### src/rtl/step_clk_ctrl.sv
// ---------------------------------------------------------------------------
// step_clk_ctrl
//
// Single-step / free-run clock-enable controller for a slow demo CPU.
// Two raw push-buttons are synchronized and debounced; their debounced rising
// edges drive a two-state STOP/RUN machine that issues one-cycle cpu_ce
// pulses, either one per step press (STOP) or one every RUN_DIV cycles (RUN).
//
// Parameters
//   DB_N     debounce window in clock cycles (2 .. 2**20)
//   RUN_DIV  cpu_ce period in RUN mode, in clock cycles (2 .. 2**26)
//
// Ports
//   clock     in   sole clock, rising edge
//   reset     in   asynchronous, active-high reset
//   key_step  in   raw single-step button (asynchronous, bouncing)
//   key_run   in   raw run/stop toggle button (asynchronous, bouncing)
//   halt      in   synchronous halt request from the CPU (level)
//   cpu_ce    out  one-cycle CPU clock enable per CPU step
//   running   out  high while the controller is in RUN
//   step_cnt  out  cpu_ce pulses issued since reset (wraps at 16 bits)
// ---------------------------------------------------------------------------
module step_clk_ctrl #(
  parameter int unsigned DB_N    = 1000000,
  parameter int unsigned RUN_DIV = 25000000
) (
  input  logic        clock,
  input  logic        reset,
  input  logic        key_step,
  input  logic        key_run,
  input  logic        halt,
  output logic        cpu_ce,
  output logic        running,
  output logic [15:0] step_cnt
);

  localparam int unsigned DB_W  = 20;
  localparam int unsigned DIV_W = 26;

  localparam logic [DB_W-1:0]  DB_LAST  = DB_W'(DB_N - 1);
  localparam logic [DIV_W-1:0] DIV_LAST = DIV_W'(RUN_DIV - 1);

  // Key index 0 is the step button, index 1 the run button.
  localparam int unsigned K_STEP = 0;
  localparam int unsigned K_RUN  = 1;

  typedef enum logic {
    ST_STOP = 1'b0,
    ST_RUN  = 1'b1
  } state_t;

  // -------------------------------------------------------------------------
  // Key conditioning: 2-flop synchronizer, stability counter, debounced level,
  // and a registered rising-edge pulse.
  // -------------------------------------------------------------------------
  logic [1:0]      keys;
  logic [1:0]      sync1_q;
  logic [1:0]      sync2_q;
  logic [1:0]      db_q;
  logic [1:0]      db_dly_q;
  logic [1:0]      edge_q;
  logic [DB_W-1:0] stab_cnt_q [2];

  assign keys = {key_run, key_step};

  // NOTE: sequential state is assigned with <= only, so every flop samples
  // the pre-edge value of every other flop regardless of statement order.
  always_ff @(posedge clock or posedge reset) begin
    if (reset) begin
      sync1_q  <= '0;
      sync2_q  <= '0;
      db_q     <= '0;
      db_dly_q <= '0;
      edge_q   <= '0;
      // NOTE: the two stability counters are an array but only two entries,
      // so they are plain flops with a reset, not a RAM; clearing them here
      // guarantees a debounce in progress is abandoned on reset.
      for (int i = 0; i < 2; i++) begin
        stab_cnt_q[i] <= '0;
      end
    end else begin
      sync1_q  <= keys;
      sync2_q  <= sync1_q;
      db_dly_q <= db_q;
      // Edge pulse lands one cycle after the debounced level rises.
      edge_q   <= db_q & ~db_dly_q;
      for (int i = 0; i < 2; i++) begin
        if (sync2_q[i] == db_q[i]) begin
          stab_cnt_q[i] <= '0;
        end else if (stab_cnt_q[i] == DB_LAST) begin
          // Level has differed for DB_N consecutive cycles: accept it.
          db_q[i]       <= sync2_q[i];
          stab_cnt_q[i] <= '0;
        end else begin
          stab_cnt_q[i] <= stab_cnt_q[i] + DB_W'(1);
        end
      end
    end
  end

  logic step_edge;
  logic run_edge;

  assign step_edge = edge_q[K_STEP];
  assign run_edge  = edge_q[K_RUN];

  // -------------------------------------------------------------------------
  // STOP/RUN state machine with run-mode divider.
  // -------------------------------------------------------------------------
  state_t           state_q;
  state_t           state_d;
  logic [DIV_W-1:0] div_q;
  logic [DIV_W-1:0] div_d;
  logic             ce_d;
  logic [15:0]      step_cnt_q;

  // NOTE: every signal written here gets a default first, so no path through
  // the case leaves one unassigned and no latch is inferred.
  always_comb begin
    state_d = state_q;
    div_d   = div_q;
    ce_d    = 1'b0;
    case (state_q)
      ST_STOP: begin
        // Run wins over a simultaneous step; halt only blocks the run key.
        if (run_edge && !halt) begin
          state_d = ST_RUN;
          div_d   = '0;
        end else if (step_edge) begin
          ce_d = 1'b1;
        end
      end
      ST_RUN: begin
        // Halt or a run press leaves RUN and drops any pulse due this cycle;
        // step presses are ignored here.
        if (halt || run_edge) begin
          state_d = ST_STOP;
        end else if (div_q == DIV_LAST) begin
          ce_d  = 1'b1;
          div_d = '0;
        end else begin
          div_d = div_q + DIV_W'(1);
        end
      end
      default: begin
        state_d = ST_STOP;
      end
    endcase
  end

  always_ff @(posedge clock or posedge reset) begin
    if (reset) begin
      state_q    <= ST_STOP;
      div_q      <= '0;
      cpu_ce     <= 1'b0;
      running    <= 1'b0;
      step_cnt_q <= '0;
    end else begin
      state_q    <= state_d;
      div_q      <= div_d;
      cpu_ce     <= ce_d;
      running    <= (state_d == ST_RUN);
      // Counts the registered pulse, so it trails cpu_ce by one cycle.
      step_cnt_q <= step_cnt_q + {15'd0, cpu_ce};
    end
  end

  assign step_cnt = step_cnt_q;

endmodule
### config.mk
export PLATFORM = sky130hd
export DESIGN_NAME = step_clk_ctrl
export DESIGN_NICKNAME = d
export VERILOG_FILES = /design/src/rtl/step_clk_ctrl.sv
export SDC_FILE = /design/constraint.sdc
export NUM_CORES = 1
export LEC_CHECK = 0
export ABC_AREA = 1
export BUFFER_PORTS_ARGS = -buffer_cell sky130_fd_sc_hd__buf_2
export CAP_MARGIN = 20
export CORE_ASPECT_RATIO = 1.4
export CORE_MARGIN = 10
export CORE_UTILIZATION = 60
export DETAILED_ROUTE_END_ITERATION = 8
export HOLD_SLACK_MARGIN = 0.15
export MAX_ROUTING_LAYER = met4
export PLACE_DENSITY_LB_ADDON = 0.12
export SYNTH_ARGS = -nofsm -noshare
export SYNTH_HDL_FRONTEND = slang
export SYNTH_SLANG_ARGS = --single-unit
### constraint.sdc
create_clock -name clock -period 3.1 [get_ports clock]
set_input_delay 0.155 -clock clock [delete_from_list [all_inputs] [get_ports clock]]
set_output_delay 0.155 -clock clock [all_outputs]
set_load 0.005 [all_outputs]
### Word level (Yosys, flattened, before mapping)

Cells that the tools add are included.
Widths: inputs -> output; s select.

* register bits after elaboration: 94
* bits of input ports: 5
* output and inout port bits: 18

* add/sub/neg operators: 4
* eq/ne operators: 7
* mux-type cells: 16
* bitwise gates (word level): 5
* reductions and logical operators: 6

Operators by type and width (count)
* $mux 20: 4
* $mux 26: 3
* $pmux 26 s2: 1
* $add 20x1->20 const B: 2
* $eq 20x20->1 const B: 2
* $add 26x1->26 const B: 1
* $eq 26x25->1 const B: 1
* $add 16x1->16: 1
* $mux 1: 6
* $reduce_and 2->1: 3
* $ne 2x2->1 const B: 2
* $pmux 1 s2: 2
* $not 1->1: 3
* $and 2x2->2: 1
* $eq 1x1->1: 2
* $not 2->2: 1
* $logic_and 1x1->1: 1
* $logic_not 1->1: 1
* $logic_or 1x1->1: 1

### Depth between registers and ports, before layout

Gate-level depths: netlist of run 1.

* word-level depth: 4
* gate-level depth with buffers: 10
* mapped depth without buffers: 10

### Worst setup path after synthesis of run 1

Ideal clock, no wire load.

* path kind: register to register
* from: register cpu_ce
* to: register step_cnt_q[12] (netlist: step_cnt[12])
* arrival time: 1.366 ns
* path slack: 1.611 ns
* stages on the path, launching flop included: 9
* path buffers: 0
* clock period less this slack: 1.489 ns
* cell sequence: dfrtp_1 > ha_1 > ha_1 > nand3_1 > nor2_1 > nand2_1 > nor2_1 > nand3_1 > xnor2_1

* cells in the longest elaborated chain, start to end: 1

Ends and longest elaborated chain
* start, declared: RTL line 32 `output logic cpu_ce,`
* start signal, assigned: RTL line 155 `cpu_ce <= 1'b0;`
* start signal, assigned: RTL line 161 `cpu_ce <= ce_d;`
* $add 16x1->16: RTL line 164 `step_cnt_q <= step_cnt_q + {15'd0, cpu_ce};`
* end signal, assigned: RTL line 164
* end, declared: RTL line 115 `logic [15:0] step_cnt_q;`

Every way passes these cells.
A chain may end at the register's enable or synchronous reset.

### Worst setup path after layout of run 1

* from: register cpu_ce
* to: register step_cnt_q[14] (netlist: step_cnt[14])

The elaborated chain is that of the path after synthesis.

==> metrics.txt, run 1 <==
status complete, no violations; Worst-Skew Late Latency 0.35 ns; Nets around 680; RSZ-0062 raised after global routing no; detail-routed via count per cell between 5 and 6; count leader, synth nand2_1; Clock transition at path regs 0.07 ns; via count 3988; fin cells between 700 and 800; total power 2.35 mW; Cells after Synth 638; number of synthesized flops with an enable pin 0; Detail Route Antenna Nets 0; global-route wire length before repair between 15 and 20 mm; Mean Syn Cell Area 7.80 um2; design area between 0.005 and 0.006 mm2; YS warnings 0; Max FO, Critical Path 3; Tcrit/Tclk final 55.6%; RD Place Congestion slightly below 1; gr ovfl total 0; core area between 0.008 and 0.009 mm2; CTS-repair resized insts 0; Yosys reg bits 94; number of global-route vias before repair slightly above 4000; Placement Setup Slack 1.39 ns; max_cap viols 0; Cell Count Post-Placement 760; Site Rows 39; Post-DP Area 0.00520 mm2; H-tree depth 3; clk_skew 0.00855 ns; synthesized area 0.00497 mm2; initial antenna violation count 0; aggregate global-route resource usage between 15 and 20%; power share of the clock group 44.7%; share of layout cells above drive strength 1 9.90%; Iteration-0 DRC Markers roughly 150; Switch Pwr 0.527 mW; sequential fraction of the synthesis area 47.3%; final setup margin 1.38 ns; port bufs 22; Slew HR 52.2%; residual DRC count 0; Min-Delay Path Class input port to register; fin. max-slew vios 0; first-pass iteration count of the detailed router 4; data required time of the worst path 3.33 ns; CTS Buffer Depth 2; # fillers between 600 and 700; Post-synth ARST share 100%; Initial Utilization 61.0%; top_reg_cell synth dfrtp_1; top cells by area, synth dfrtp_1 (47%), nand2_1 (13%), nor2_1 (8.8%); post-cts hold buffer count 3; drt wl/cell 12.8 um; post-layout min period 1.72 ns; leakage between 2 and 3 nW; Distinct cells, synth 25; final setup vio count 0; Die Wd 96.9 um; root buffer cell clkbuf_16; Internal Power 1.82 mW; Storage cell area 0.00235 mm2; switching part of the total 22.5%; Max Fclk 580 MHz; Slew @ Worst Pin 0.716 ns; PwrDens about 420 mW/mm2; CP startpoint kind register; largest net degree at the start of global routing 60; I/O Pins 23; most frequent cells after synthesis nand2_1 (168), nor2_1 (116), dfrtp_1 (94); Detailed Place HPWL 7.36 mm; Combinational Power Share 2.3%; Critical Path End Type register; Flop pwr share 52.9%; crit path kind register to register; critical path arrival 1.96 ns; die area 0.0124 mm2; area of the multi-input gates 0.00231 mm2; VDD IR max 0.347 mV; area leader, netlist dfrtp_1; area added between synthesis and finish 11.0%; clk sink count 94; die height 128 um; n_diodes 0; CTS Buf Count 9; CTS tree yes; setup TNS 0 ns; Syn Nets 648; endpoints failing hold 0; top-area cell type share of the netlist area 47.3%; DRT Wirelength 9.93 mm; Setup Buffers After CTS 0
==> final timing paths <==
check	cells past startpoint	endpoint	slack [ns]	start
worst max-delay path	8	step_cnt[14]	1.38	cpu_ce
worst min-delay path	5	cpu_ce	0.19	halt
worst max register to register	8	step_cnt[14]	1.38	cpu_ce
worst min register to register	0	sync2_q[1]	0.35	sync1_q[1]
max in group asynchronous	4	state_q	1.88	reset
min in group asynchronous	3	stab_cnt_q[27]	0.49	reset
==> power groups by stage <==
stage                     sequential, mW  combinational (mW)  clock (mW)
after floorplan                     1.26              0.0375           0
after global placement              1.26              0.0531           0
after detailed placement            1.27              0.0541           0
after CTS                           1.24              0.0576        1.07
after global routing                1.24              0.0649        1.12
final                               1.24              0.0550        1.05
==> stage by stage <==
stage | utilization [%] | hold WS, ns
after global routing | 67.7 | 0.264
after floorplan | - | 0.186
after CTS | 67.7 | 0.181
after global placement | 63.9 | 0.263
after detailed placement | 63.9 | 0.264
final | 67.7 | 0.195
==> placed cells by master, fill, tap and decap left out, types with 3 or more instances in the layout <==
| master | synthesis | routed |
|---|---|---|
| a21oi_1 | 6 | 6 |
| buf_2 | 2 | 22 |
| clkbuf_16 | 0 | 9 |
| dfrtp_1 | 94 | 94 |
| dlygate4sd3_1 | 0 | 3 |
| ha_1 | 5 | 5 |
| inv_1 | 73 | 72 |
| nand2_1 | 168 | 168 |
| nand2_2 | 7 | 7 |
| nand3_1 | 46 | 46 |
| nand3_2 | 3 | 3 |
| nand3b_1 | 4 | 4 |
| nand4_1 | 12 | 12 |
| nor2_1 | 116 | 116 |
| nor2_2 | 5 | 5 |
| nor2_4 | 7 | 7 |
| nor3_1 | 16 | 16 |
| o21ai_0 | 15 | 15 |
| xnor2_1 | 8 | 8 |
| xor2_1 | 42 | 42 |
==> state kept, by name, indices dropped and copies added (netlist names) <==
| name | count |
|---|---|
| stab_cnt_q | 40 |
| sync1_q | 2 |
| edge_q | 2 |
| step_cnt | 16 |
| db_dly_q | 2 |
| db_q | 2 |
| state_q | 1 |
| sync2_q | 2 |
| cpu_ce | 1 |
| div_q | 26 |
==> final cells by class <==
type	count	share of cell area, %
well taps	102	2.31
inverters	75	5.15
flip-flops and latches	94	42.6
repair buffers	27	2.81
clock inverters	6	0.839
clock buffers	10	4.33
multi-input cells	465	41.9
==> per-layer routing <==
metal  vias up  routed length (um)  share of wire (%)  GRT usage [%]
met3        23                 276                2.8           3.13
met5         -                   0                  0              -
met1      1871                4280                 43           18.8
li1       2050                   -                  -              -
met2        44                5120                 52           29.8
met4         0                 256                2.6           9.31
==> critical path, stage by stage, from the launching register on <==
cell     delay (ns)
dfrtp_1        0.41
ha_1           0.20
ha_1           0.18
nand3_1        0.12
nor2_1         0.10
nand2_1        0.09
nor2_1         0.20
nand3_1        0.14
xnor2_1        0.15
==> logic make-up (layout without fill, tap and decap cells) <==
| family | after synthesis | in the layout | synth area share [%] |
|---|---|---|---|
| AND/OR/NAND/NOR | 388 | 388 | 34.2 |
| flip-flops | 94 | 94 | 47.3 |
| buffers and inverters | 79 | 118 | 6.16 |
| XOR/XNOR | 50 | 50 | 8.81 |
| AO/OA/AOI/OAI | 22 | 22 | 2.26 |
| adder cells (fa/ha/maj) | 5 | 5 | 1.26 |
No activity file was read; power rests on OpenSTA's default activity.
==> run 2: changes to the inputs <==
--- a/config.mk
+++ b/config.mk
@@ -10,7 +10,7 @@
 export CAP_MARGIN = 20
 export CORE_ASPECT_RATIO = 1.4
 export CORE_MARGIN = 10
-export CORE_UTILIZATION = 60
+export CORE_UTILIZATION = 56
 export DETAILED_ROUTE_END_ITERATION = 8
 export HOLD_SLACK_MARGIN = 0.15
 export MAX_ROUTING_LAYER = met4
==> constraint.sdc (replaced) <==
create_clock -name clock -period 1.41 [get_ports clock]
set_input_delay 0.0705 -clock clock [delete_from_list [all_inputs] [get_ports clock]]
set_output_delay 0.0705 -clock clock [all_outputs]
set_load 0.005 [all_outputs]
==> run 2 against run 1 <==
The run now ends with negative setup slack left. Total power is 130% higher. Critical path type unchanged. First-iteration DRC count is 72% higher. Flip-flop and latch count stayed put. Cell area is 23% higher. Final cell count is 11% higher. Die area is 5.8% higher. Clock power is 140% higher. Hold slack better by 0.059 ns. Critical path depth is 1 higher. Count of clock-buffer cells in the layout stayed put.
==> metrics.txt, run 2 (synthesized netlist as in run 1, its figures left out) <==
status finished, violations left; failing checks negative setup slack; commonest cells after routing, fill and taps aside nand2_1 (135), dfrtp_1 (90), nor2_1 (83); drt wl/cell 14.9 um (+17%); max_cap viols 0 (unchanged); Placement Setup Slack -0.165 ns (-1.56 ns); Die Wd 99.6 um (+2.8%); CTS Buf Count 9 (unchanged); Tcrit/Tclk final 108% (+52 points); Detail Route Antenna Nets 0 (unchanged); Max Fclk 659 MHz (+14%); n_diodes 0 (unchanged); aggregate global-route resource usage 17.9% (+0.51 points); crit path kind register to register; crit path from stab_cnt_q[21]; port bufs 22 (unchanged); hold path start halt; Slew HR 67.9% (+16 points); Critical Path End Type register; largest net degree at the start of global routing 45 (-25%); share of layout cells above drive strength 1 34.1% (+24 points); critical path arrival 1.75 ns (-0.21 ns); Slew @ Worst Pin 0.481 ns (-0.235 ns); max reg flops 40 (unchanged); die height 132 um (+3.0%); endpoints failing hold 0 (unchanged); DRT Wirelength 12.8 mm (+29%); CP startpoint kind register; Iteration-0 DRC Markers 251 (+72%); Initial Utilization 57.8% (-3.3 points); global-route wire length before repair 19.4 mm (+9.7%); Nets 762 (+12%); total power 5.41 mW (+130%); Top reg by flops stab_cnt_q; clk_skew 0.00909 ns (+0.000539 ns); WHS 0.254 ns (+0.0594 ns); Reg-to-Reg Start stab_cnt_q[21]; leakage 3.14 nW (+19%); setup slack, reg-to-reg -0.11 ns (-1.48 ns); clk sink count 94 (unchanged); Min-Delay Path Class input port to register; die area 0.0131 mm2 (+5.8%); Worst-Skew Late Latency 0.35 ns (about the same); final setup margin -0.106 ns (-1.48 ns); core area 0.00861 mm2 (+5.6%); H-tree depth 3 (unchanged); Max FO, Critical Path 6 (+3); detail-routed via count per cell 5.33 (+4.1%); number of global-route vias before repair 4531 (+12%); Site Rows 40 (+2.6%); Detailed Place HPWL 7.90 mm (+7.4%); gr ovfl total 0 (unchanged); PwrDens 799 mW/mm2 (+88%); CTS tree yes; via count 4589 (+15%); residual DRC count 0 (unchanged); Clock transition at path regs 0.06 ns (about the same); final setup vio count 58 (+58); I/O Pins 23 (unchanged); initial antenna violation count 0 (unchanged); CTS Buffer Depth 2 (unchanged); most common cell after layout, fill and taps aside nand2_1; area added between synthesis and finish 36.2%; RSZ-0062 raised after global routing yes; first-pass iteration count of the detailed router 4 (unchanged); root buffer cell clkbuf_16; post-layout min period 1.52 ns (-0.208 ns); VDD IR max 0.867 mV (+150%); data required time of the worst path 1.64 ns (-1.69 ns); RD Place Congestion 0.887 (-9.7%); fin. max-slew vios 0 (unchanged)
-- run 2: per-stage QoR --
step	TNS [ns]	cell area, um2	cells	util [%]
after detailed placement	-4.43	5670	814	65.8
after global placement	-1.83	5670	814	65.8
after floorplan	-0.0604	5000	638	-
after CTS	-1.08	6190	842	71.9
final	-3.14	6770	861	78.7
after global routing	-7.99	6770	861	78.7
-- run 2: area by class of cell --
class | count | area (um2)
clock inverters | 5 | 60.1
clock buffers | 10 | 239
flip-flops and latches | 94 | 2360
inverters | 75 | 299
fillers | 538 | 1830
repair inverters | 2 | 15.0
multi-input cells | 465 | 2820
repair buffers | 105 | 853
well taps | 105 | 131
-- run 2: layer usage --
metal	track usage, %	vias to the layer above	share of wire [%]
li1	-	2214	-
met1	19.8	2232	39
met2	30.3	109	55
met3	2.89	34	3.5
met4	8.79	0	3.0
met5	-	-	0
-- run 2: report_power, final --
group,switching (mW),leakage [nW],total (mW),internal (mW)
Sequential,0.0159,1.27,2.73,2.71
Clock,1.06,0.145,2.48,1.42
Combinational,0.121,1.72,0.198,0.0776
-- run 2: worst paths after layout --
path                                  end  depth (start not counted)
min in group asynchronous  stab_cnt_q[16]                          3
max in group asynchronous        div_q[7]                          4
hold / removal                     cpu_ce                          5
hold reg to reg                sync2_q[0]                          0
setup reg to reg           stab_cnt_q[26]                          9
setup / recovery           stab_cnt_q[26]                          9
-- run 2: critical path, cell delays in order, from the launching register on --
cell and delay, ns:
dfrtp_1 0.37, ha_2 0.21, nand2_2 0.09, nor2_4 0.18
nand2_4 0.09, inv_4 0.07, nand3_4 0.10, nand2_4 0.12
buf_12 0.13, nor3_2 0.04
-- run 2: repair_timing --
action                                  4_1_cts  5_1_grt
pin swaps                                    22       32
gates resized for setup                      37      127
hold buffers                                  4        0
endpoints found under the setup margin       58       67
setup buffers                                 9       16
gates cloned                                  0        3
hold endpoints to repair                     97        0
==> run 3: changes to the inputs <==
--- a/config.mk
+++ b/config.mk
@@ -10,7 +10,8 @@
 export CAP_MARGIN = 20
 export CORE_ASPECT_RATIO = 1.4
 export CORE_MARGIN = 10
-export CORE_UTILIZATION = 56
+export CORE_UTILIZATION = 58
+export CTS_BUF_LIST = sky130_fd_sc_hd__clkbuf_8
 export DETAILED_ROUTE_END_ITERATION = 8
 export HOLD_SLACK_MARGIN = 0.15
 export MAX_ROUTING_LAYER = met4
==> run 3 against run 2 <==
The flow still finishes with violations (negative setup slack). Cell area decreased by 1.3%. Final cell count fell by 0.93%. Flip-flop and latch count stayed put. Sequential power about the same. Via count decreased by 0.83%. Combinational power is 2% higher. Clock power shrank 20%. Critical path depth is 1 higher. Critical path type unchanged. Largest power group unchanged.
==> metrics.txt, run 3 (synthesized netlist as in run 1, its figures left out) <==
CP startpoint kind register; Detail Route Antenna Nets 0 (unchanged); Max FO, Critical Path 8 (+2); global-route wire length before repair 19.5 mm (+0.39%); Critical Path End Type register; CTS Buf Count 9 (unchanged); critical path arrival 1.85 ns (+0.10 ns); setup slack, reg-to-reg -0.18 ns (-0.07 ns); CTS tree yes; detail-routed via count per cell 5.34 (+0.10%); Clock transition at path regs 0.09 ns (+0.03 ns); Die Wd 98.3 um (-1.4%); reg2reg end div_q[21]; switching part of the total 22.8% (+0.61 points); final setup margin -0.180 ns (-0.0737 ns); Post-DP Area 0.00564 mm2 (-0.42%); share of layout cells above drive strength 1 33.0% (-1.1 points); failing checks negative setup slack; drt wl/cell 14.9 um (about the same); leakage 3.15 nW (+0.42%); clk sink count 94 (unchanged); initial antenna violation count 0 (unchanged); Slew HR 55.0% (-13 points); core area 0.00825 mm2 (-4.2%); gr ovfl total 0 (unchanged); commonest cells after routing, fill and taps aside nand2_1 (140), dfrtp_1 (92), nor2_1 (82); DRT Wirelength 12.7 mm (-1.0%); setup TNS -4.41 ns (-1.27 ns); root buffer cell clkbuf_8; area added between synthesis and finish 34.4%; VDD IR max 0.699 mV (-19%); Internal Power 3.79 mW (-10%); WHS 0.240 ns (-0.0140 ns); CP Cell Sequence ha_4, buf_6, nand3_4, nor2_4, nand3_2, nor2_4, nor2_4, clkbuf_16, nand3_1, nand2_1; n_diodes 0 (unchanged); RSZ-0062 raised after global routing yes; Crit path largest cell delay 0.42 ns (+0.05 ns); design area 0.00668 mm2 (-1.3%); number of global-route vias before repair 4418 (-2.5%); residual DRC count 0 (unchanged); CP max-delay cell dfrtp_1; Switch Pwr 1.12 mW (-6.8%); Nets 757 (-0.66%); Combinational Power Share 4.1% (+0.4 points); via count 4551 (-0.83%); PwrDens 734 mW/mm2 (-8.1%); die area 0.0127 mm2 (-2.8%); largest net degree at the start of global routing 35 (-22%); Reg2Reg Depth 10 (+1); Min-Delay Path Class input port to async pin; Max Fclk 629 MHz (-4.6%); Storage cell area 0.00235 mm2 (-0.11%); Placement Setup Slack -0.150 ns (+0.0153 ns); H-tree depth 3 (unchanged); CTS Buffer Depth 2 (unchanged); Tcrit/Tclk final 113% (+5.2 points); post-layout min period 1.59 ns (+0.0737 ns); fin. max-slew vios 0 (unchanged); most frequent CP cell nor2_4; aggregate global-route resource usage 18.9% (+0.96 points); endpoints failing hold 0 (unchanged); # fillers 500 (-7.1%); Initial Utilization 60.3% (+2.5 points); final core utilization 81.0% (+2.3 points); most common cell after layout, fill and taps aside nand2_1; die height 130 um (-1.5%); data required time of the worst path 1.67 ns (+0.03 ns); status finished, violations left; port bufs 22 (unchanged); first-pass iteration count of the detailed router 5 (+1); crit path from div_q[0]; crit path buf inv count 2 (unchanged); Detailed Place HPWL 7.66 mm (-3.1%); crit path kind register to register; final setup vio count 44 (-24%); Reg-to-Reg Start div_q[0]; power share of the clock group 40.3% (-5.6 points); Flop pwr share 55.6% (+5.1 points); Top reg by flops stab_cnt_q; Worst-Skew Late Latency 0.37 ns (+0.02 ns); Worst path depth 10 (+1); max_cap viols 0 (unchanged); clk_skew 0.0151 ns (+0.00604 ns); I/O Pins 23 (unchanged); area of the multi-input gates 0.00286 mm2 (+1.3%); RD Place Congestion 0.943 (+6.3%); Iteration-0 DRC Markers 242 (-3.6%); CP delay by family, top simple AND/OR/NAND/NOR gates; Slew @ Worst Pin 0.674 ns (+0.193 ns); Site Rows 39 (-2.5%); max reg flops 40 (unchanged)
==> run 3: timing repair <==
action	4_1_cts	5_1_grt
pin swaps	24	35
endpoints found under the hold margin	97	0
setup buffers	13	11
hold buffers	4	0
resized for setup	51	116
cloned	0	1
endpoints found under the setup margin	62	70
==> run 3: worst register-to-register path, cell delays in order, from the launching register on <==
cell and delay, ns:
dfrtp_1 0.42, ha_4 0.17, buf_6 0.10, nand3_4 0.07, nor2_4 0.15, nand3_2 0.11, nor2_4 0.12, nor2_4 0.07
clkbuf_16 0.16, nand3_1 0.06, nand2_1 0.05
==> run 3: metrics by stage <==
step                      power (mW)  cells
after floorplan                 2.86    638
after global placement          2.94    810
after detailed placement        2.95    810
after CTS                       4.92    842
after global routing            5.07    853
final                           4.91    853
==> run 3: worst max path at each step <==
stage / to / slack [ns]
floorplan: step_cnt[14] / -0.03
global placement: div_q[8] / -0.09
detailed placement: div_q[4] / -0.15
CTS: div_q[2] / -0.13
global route: div_q[15] / -0.23
finish: div_q[21] / -0.18
==> run 3: area by class of cell <==
| class | instances | area share, % |
|---|---|---|
| multi-input cells | 465 | 42.7 |
| flip-flops and latches | 94 | 35.2 |
| repair buffers | 102 | 12.5 |
| inverters | 75 | 4.46 |
| well taps | 102 | 1.91 |
| clock buffers | 9 | 1.85 |
| clock inverters | 6 | 1.29 |
==> run 3: layer usage <==
layer	vias to the layer above	share of wire (%)	global-route usage (%)
li1	2201	-	-
met1	2180	40	20.6
met2	122	52	33.1
met3	48	3.6	3.35
met4	0	3.6	8.20
met5	-	0	-
==> run 3: power groups by stage <==
stage / sequential (mW) / combinational [mW] / clock, mW
floorplan: 2.78 / 0.0836 / 0
global placement: 2.78 / 0.163 / 0
detailed placement: 2.78 / 0.168 / 0
CTS: 2.73 / 0.181 / 2.02
global route: 2.73 / 0.226 / 2.11
finish: 2.73 / 0.202 / 1.98
